==> config.mk <==
export PLATFORM = sky130hd
export DESIGN_NAME = clk_div_ctrl
export DESIGN_NICKNAME = d
export VERILOG_FILES = /design/src/rtl/clk_div_ctrl.sv
export SDC_FILE = /design/constraint.sdc
export NUM_CORES = 1
export LEC_CHECK = 0
export CORE_MARGIN = 3
export CORE_UTILIZATION = 45
export DETAILED_ROUTE_END_ITERATION = 8
export PLACE_DENSITY = 0.69
export SYNTH_ARGS = -nofsm -noshare
export SYNTH_HDL_FRONTEND = slang
export SYNTH_SLANG_ARGS = --single-unit
==> constraint.sdc <==
create_clock -name clk -period 3.6 [get_ports clk]
set_input_delay 0.54 -clock clk [delete_from_list [all_inputs] [get_ports clk]]
set_output_delay 0.54 -clock clk [all_outputs]
set_load 0.1 [all_outputs]
==> src/rtl/clk_div_ctrl.sv <==
// clk_div_ctrl: programmable integer clock divider with run/stop control.
//   Produces a registered, glitch-free divided clock (clk_out) and a
//   period-start pulse (tick) from clk. The divide ratio can be changed on
//   the fly; a new ratio only ever takes effect at a period boundary.
//
// Ports
//   clk       in   system clock, all logic on rising edge
//   rst       in   synchronous active-low reset
//   en        in   run request for the divided output
//   cfg_wr    in   one-cycle write strobe for a new ratio
//   cfg_val   in   requested divide ratio N (DIV_W bits, legal 2..2^DIV_W-1)
//   cfg_busy  out  a written ratio is pending, not yet applied
//   cfg_err   out  one-cycle pulse after a rejected (N < 2) write
//   clk_out   out  divided clock, high ceil(N/2), low floor(N/2)
//   tick      out  pulse on the first clk cycle of each output period
//   running   out  high while in RUN or STOP
module clk_div_ctrl #(
  parameter int unsigned DIV_W       = 4,
  parameter int unsigned DEFAULT_DIV = 9
) (
  input  logic             clk,
  input  logic             rst,
  input  logic             en,
  input  logic             cfg_wr,
  input  logic [DIV_W-1:0] cfg_val,
  output logic             cfg_busy,
  output logic             cfg_err,
  output logic             clk_out,
  output logic             tick,
  output logic             running
);

  localparam int unsigned HW = DIV_W + 1;

  typedef enum logic [1:0] {
    ST_IDLE = 2'd0,
    ST_RUN  = 2'd1,
    ST_STOP = 2'd2
  } state_e;

  state_e             state_q,   state_d;
  logic [DIV_W-1:0]   cur_div_q, cur_div_d;
  logic [DIV_W-1:0]   pend_div_q, pend_div_d;
  logic               pend_vld_q, pend_vld_d;
  logic [DIV_W-1:0]   cnt_q,     cnt_d;
  logic               clk_out_q, clk_out_d;
  logic               tick_q,    tick_d;
  logic               cfg_err_q, cfg_err_d;
  logic               running_q, running_d;

  logic               wr_legal;
  logic               wr_bad;
  logic               boundary;
  logic               active_d;
  logic [HW-1:0]      high_len;

  // Length of the high phase: ceil(n/2), computed one bit wider so n = 2^DIV_W-1 cannot wrap.
  function automatic logic [HW-1:0] high_of(input logic [DIV_W-1:0] n);
    return HW'(({1'b0, n} + HW'(1)) >> 1);
  endfunction

  // Write qualification and end-of-period detection.
  always_comb begin
    wr_legal = cfg_wr && (cfg_val >= DIV_W'(2));
    wr_bad   = cfg_wr && (cfg_val <  DIV_W'(2));
    boundary = (state_q != ST_IDLE) && (cnt_q == (cur_div_q - DIV_W'(1)));
  end

  // Next-state, counter, ratio bookkeeping and registered-output values.
  always_comb begin
    state_d    = state_q;
    cur_div_d  = cur_div_q;
    pend_div_d = pend_div_q;
    pend_vld_d = pend_vld_q;
    cnt_d      = cnt_q;
    cfg_err_d  = wr_bad;

    unique case (state_q)
      ST_IDLE: begin
        cnt_d = '0;
        // Nothing is being generated, so a legal ratio can apply immediately.
        if (wr_legal) begin
          cur_div_d = cfg_val;
        end
        if (en) begin
          state_d = ST_RUN;
        end
      end

      ST_RUN, ST_STOP: begin
        if (boundary) begin
          cnt_d      = '0;
          pend_vld_d = 1'b0;
          // A write landing on the boundary is newest and wins over any pending ratio.
          if (wr_legal) begin
            cur_div_d = cfg_val;
          end else if (pend_vld_q) begin
            cur_div_d = pend_div_q;
          end
        end else begin
          cnt_d = cnt_q + DIV_W'(1);
          if (wr_legal) begin
            pend_div_d = cfg_val;
            pend_vld_d = 1'b1;
          end
        end

        if (state_q == ST_RUN) begin
          if (!en) begin
            state_d = ST_STOP;
          end
        end else begin
          // STOP lets the current period finish; en can rescue it at any point.
          if (en) begin
            state_d = ST_RUN;
          end else if (boundary) begin
            state_d = ST_IDLE;
          end
        end
      end

      default: begin
        state_d = ST_IDLE;
        cnt_d   = '0;
      end
    endcase

    // Outputs are derived from the post-edge state so they align with cnt.
    active_d  = (state_d != ST_IDLE);
    high_len  = high_of(cur_div_d);
    running_d = active_d;
    tick_d    = active_d && (cnt_d == '0);
    clk_out_d = active_d && ({1'b0, cnt_d} < high_len);
  end

  // State and output registers with synchronous active-low reset.
  always_ff @(posedge clk) begin
    if (!rst) begin
      state_q    <= ST_IDLE;
      cur_div_q  <= DIV_W'(DEFAULT_DIV);
      pend_div_q <= '0;
      pend_vld_q <= 1'b0;
      cnt_q      <= '0;
      clk_out_q  <= 1'b0;
      tick_q     <= 1'b0;
      cfg_err_q  <= 1'b0;
      running_q  <= 1'b0;
    end else begin
      state_q    <= state_d;
      cur_div_q  <= cur_div_d;
      pend_div_q <= pend_div_d;
      pend_vld_q <= pend_vld_d;
      cnt_q      <= cnt_d;
      clk_out_q  <= clk_out_d;
      tick_q     <= tick_d;
      cfg_err_q  <= cfg_err_d;
      running_q  <= running_d;
    end
  end

  assign cfg_busy = pend_vld_q;
  assign cfg_err  = cfg_err_q;
  assign clk_out  = clk_out_q;
  assign tick     = tick_q;
  assign running  = running_q;

endmodule

# Word level (Yosys, flattened, before mapping)
# Index checks and enable logic that the tools add are counted.
[totals]
regBits = 19
latchBits = 0
mem_bits_rw = 0
mem_bits_ro = 0
in_bits = 8
out_inout_bits = 5
elab_cells = 47
n_memories = 0
[op_classes]
add_sub_neg = 3
multipliers = 0
div_mod_pow = 0
n_lt_le_gt_ge = 3
eq_ne = 3
n_shift = 0
mux = 15
bitwise = 1
reduce_logical = 13
[ops]
columns = ["op", "n"]
rows = [
  ["$mux W4", 6],
  ["$mux W2", 5],
  ["$pmux W4 S2", 1],
  ["$reduce_bool A2 Y1", 3],
  ["$add A4 B1 Y5 const B", 1],
  ["$logic_and A1 B1 Y1", 5],
  ["$add A4 B1 Y4 const B", 1],
  ["$eq A4 B4 Y1", 1],
  ["$ge A4 B2 Y1 const B", 1],
  ["$logic_not A4 Y1", 1],
  ["$lt A4 B2 Y1 const B", 1],
  ["$lt A4 B4 Y1", 1],
  ["$pmux W2 S2", 1],
  ["$sub A4 B1 Y4 const B", 1],
  ["$reduce_and A3 Y1", 1],
  ["$eq A2 B1 Y1 const B", 1],
  ["$eq A2 B2 Y1 const B", 1],
  ["$logic_not A2 Y1", 1],
  ["$mux W1", 2],
  ["$reduce_and A2 Y1", 1],
  ["$reduce_or A2 Y1", 1],
  ["$not A1 Y1", 1],
]

# Longest topological paths before layout
[logic_depth]
ltp_word = 9
ltp_mapped = 13

# Least setup slack after synthesis
# Ideal clock, no wire load.
[synth_timing]
path_type = "register to register"
start = "register pend_vld_q, in the netlist cfg_busy"
end = "register clk_out_q, in the netlist clk_out"
setup_time_ps = 79
arrival_time_ps = 3351
setup_slack_ps = 169
path_stages_with_launch = 12
path_buffers = 1
period_less_slack_ps = 3431
path_cell_list = "dfxtp_1 clkbuf_1 mux2_2 mux2_2 and4_1 o21bai_1 nand2_1 ha_1 xor2_1 ha_1 a211o_1 a211oi_2"
[synth_between]
elab_chain_cells = 7
[synth_rtl]
columns = ["element", "line", "source"]
rows = [
  ["from (decl)", "44", "logic pend_vld_q, pend_vld_d;"],
  ["from (signal assigned)", "152", "pend_vld_q <= pend_vld_d;"],
  ["$mux W4", "97", "end else if (pend_vld_q) begin"],
  ["$mux W4", "95", "if (wr_legal) begin"],
  ["$mux W4", "91", "if (boundary) begin"],
  ["$pmux W4 S2", "78", "unique case (state_q)"],
  ["named net cur_div_d[0]", "42", "logic [DIV_W-1:0] cur_div_q, cur_div_d;"],
  ["$add A4 B1 Y5", "59", "return HW'(({1'b0, n} + HW'(1)) >> 1);"],
  ["$lt A4 B4 Y1", "133", "clk_out_d = active_d && ({1'b0, cnt_d} < high_len);"],
  ["$logic_and A1 B1 Y1", "133", ""],
  ["to (signal assigned)", "154", "clk_out_q <= clk_out_d;"],
  ["to (decl)", "46", "logic clk_out_q, clk_out_d;"],
]
# The timed path passes the listed nets, and every way through them passes these cells.
# A chain may end at the register's enable or synchronous reset.

# Worst setup path in the final report
[layout_timing]
start = "register cur_div_q[1]"
end = "register clk_out_q, in the netlist clk_out"
[layout_rtl]
columns = ["element", "line", "source"]
rows = [
  ["from (decl)", "42", ""],
  ["from (signal assigned)", "140", "cur_div_q <= DIV_W'(DEFAULT_DIV);"],
  ["from (signal assigned)", "150", "cur_div_q <= cur_div_d;"],
  ["$sub A4 B1 Y4", "66", "boundary = (state_q != ST_IDLE) && (cnt_q == (cur_div_q - DIV_W'(1)));"],
  ["$eq A4 B4 Y1", "66", ""],
  ["$logic_and A1 B1 Y1", "66", ""],
  ["$mux W4", "91", ""],
  ["$pmux W4 S2 *", "78", ""],
  ["named net cur_div_d[1]", "42", ""],
  ["$add A4 B1 Y5 *", "59", ""],
  ["$lt A4 B4 Y1 *", "133", ""],
  ["$logic_and A1 B1 Y1 *", "133", ""],
]
# The timed path passes the listed nets; every way through them passes the cells marked *.

==> qor.csv <==
metric;value;unit
First-pass DRT Iterations;4;
cell area after synthesis;1290;um2
first-pass GRT wire length;4800;um
register bit total from synthesis;19;
number of hold buffers added after CTS;0;
final setup fails;0;
P_leak;0.630;nW
routed length per instance;15.4;um
beginning of the worst hold path;pend_div_q[0];
DRT iter0 DRCs;35;
H-tree depth;1;
async set or reset register ratio after synthesis;0;
post-route ant nets;0;
chip width;59.5;um
via count;1062;
Max Transition Viols Final;0;
initial antenna violation count;0;
IR drop worst, VDD;336;uV
CTS root buffer;clkbuf_4;
CTS buffer count;3;
vias in the first global route;1036;
clk sinks;19;
RSZ-0062 raised after global routing;false;
placed insts;181;
R2R Setup Slk;0.35;ns
worst min-delay path class;reg -> reg;
CTS tree;done;
detailed placement HPWL;2180;um
Placer Congestion;0.864;
Tcrit/Tclk final;0.902;
crit path DAT;3.50;ns
Post-synth EDFFs;0;
Crit. End Element;register;
Max-slew headroom;0.351;
Post-CTS Setup Inserts;0;
minimum clock period;3.25;ns
Pwr Density;431;nW/um2
gr ovfl total;0;
final std cells w/o fill;185;
Critical Path Start Type;register;
FP Rows;18;
clock-pin slew on the worst setup and hold paths;0.12;ns
synth warn;0;
Worst Reg-to-Reg Cells;13;
maximum number of pins on one net before global-route repair;16;
layout cells sized above 1;0.142;
Main synth FF type;dfxtp_1;
Hold Path End;pend_div_q[0];
Final Net Count;173;
clk_skew;0.00994;ns
Mean Syn Cell Area;9.42;um2
Ports;13;
Resize count post-CTS;0;
Core ar.;2590;um2
data required time of the critical path;3.85;ns
Vias/cell;5.74;
GRT Util Overall;0.183;
Final TNS setup;0;ns
final hold vios;0;
routed wire length;2850;um
Antenna Cells;0;
hold_ws;0.546;ns
commonest non-fill, non-tap cell in the layout;dfxtp_1;
die area;3550;um2
Max Freq;0.308;GHz
Slew @ Worst Pin;0.971;ns
# Max-Cap Violations;0;
critical path class;reg -> reg;
reg-to-reg endpoint;clk_out;
residual DRC count;0;
most frequent cells in the layout;dfxtp_1, clkdlybuf4s50_1, inv_1, nand2_1, ha_1;
Worst-Skew Late Latency;0.32;ns
synthesized instance count;137;
Port Buffer Count;12;
Die H;59.5;um
P&R area growth vs syn;16.3;%
critical path fanouts, max;6;
synth unique cells;45;
pre-CTS WS;0.176;ns
Worst R2R Start;cur_div_q[1];
setup ws final;0.352;ns
register area share after synthesis;0.295;
Starting Density;0.498;
Net Count, Synth;154;
maximum root-to-sink buffer count;2;
hold path cells;2;
outcome;finished, final reports clean;
synth_stat cells (4+ instances only):
cell / n / area, um2
inv_1: 9 / 33.8
xnor2_1: 5 / 43.8
nor2_1: 7 / 26.3
mux2i_1: 7 / 70.1
and2_1: 4 / 25.0
xor2_1: 4 / 35.0
nand2_1: 9 / 33.8
dfxtp_1: 19 / 380
ha_1: 9 / 113
nor2b_1: 6 / 37.5
how the worst max path moves through the flow:
| stage | from | end | depth (start not counted) | slack, ns |
|---|---|---|---|---|
| floorplan | cfg_busy | clk_out | 11 | 0.17 |
| global placement | cfg_val[2] | clk_out | 11 | 0.27 |
| detailed placement | cfg_val[2] | clk_out | 11 | 0.18 |
| CTS | cur_div_q[1] | clk_out | 13 | 0.34 |
| global route | cur_div_q[1] | clk_out | 12 | 0.13 |
| finish | cur_div_q[1] | clk_out | 13 | 0.35 |
metal layers:
metal / share of wire / GRT usage / up-vias
li1: - / - / 532
met1: 0.48 / 0.242 / 505
met2: 0.47 / 0.287 / 21
met3: 0.034 / 0.0392 / 4
met4: 0.016 / 0.0759 / 0
met5: 0 / 0 / -
through the flow:
step / util / instance area (um2) / total power (W)
after global placement: 0.568 / 1470 / 0.000523
after floorplan: - / 1290 / 0.000462
after global routing: 0.579 / 1500 / 0.000686
final: 0.579 / 1500 / 0.000646
after CTS: 0.579 / 1500 / 0.000649
after detailed placement: 0.568 / 1470 / 0.000532
registers in the layout, indices dropped and copies added (netlist names):
register / count
cur_div_q: 4
state_q: 2
cnt_q: 4
tick: 1
cfg_busy: 1
pend_div_q: 4
running: 1
clk_out: 1
cfg_err: 1
where the power goes:
part / total (W) / internal [W] / leakage, nW / switching, W
sequential: 0.000250 / 0.000230 / 0.156 / 0.0000200
combinational: 0.000278 / 0.000113 / 0.460 / 0.000165
clock: 0.000119 / 0.0000425 / 0.0139 / 0.0000763
cell type report:
| type | count | area [um2] |
|---|---|---|
| clock buffer | 3 | 22.5 |
| sequential | 19 | 380 |
| fill | 217 | 1090 |
| tap | 30 | 37.5 |
| clock inverter | 1 | 7.51 |
| timing repair buffer | 18 | 165 |
| multi-input combinational | 105 | 853 |
| inverter | 9 | 33.8 |
critical path, cell delays in order (launching register included):
cell and delay [ns]:
dfxtp_1 0.48, inv_1 0.08, ha_1 0.19, xor3_1 0.43, nor4_4 0.06, buf_4 0.16
and3_4 0.20, a221oi_1 0.38, inv_1 0.09, ha_1 0.23, xor2_1 0.17, ha_1 0.30
a211o_1 0.27, a211oi_2 0.17
logic make-up (layout without fill, tap and decap cells):
group / Yosys count / in the layout / share of synthesized area
flops: 19 / 19 / 0.295
buf+inv: 13 / 31 / 0.0436
compound gates: 36 / 36 / 0.240
simple gates: 41 / 41 / 0.183
mux: 9 / 9 / 0.0718
xor+xnor: 10 / 10 / 0.0795
fa+ha+maj: 9 / 9 / 0.0873
(Power assumes the default switching activity.)
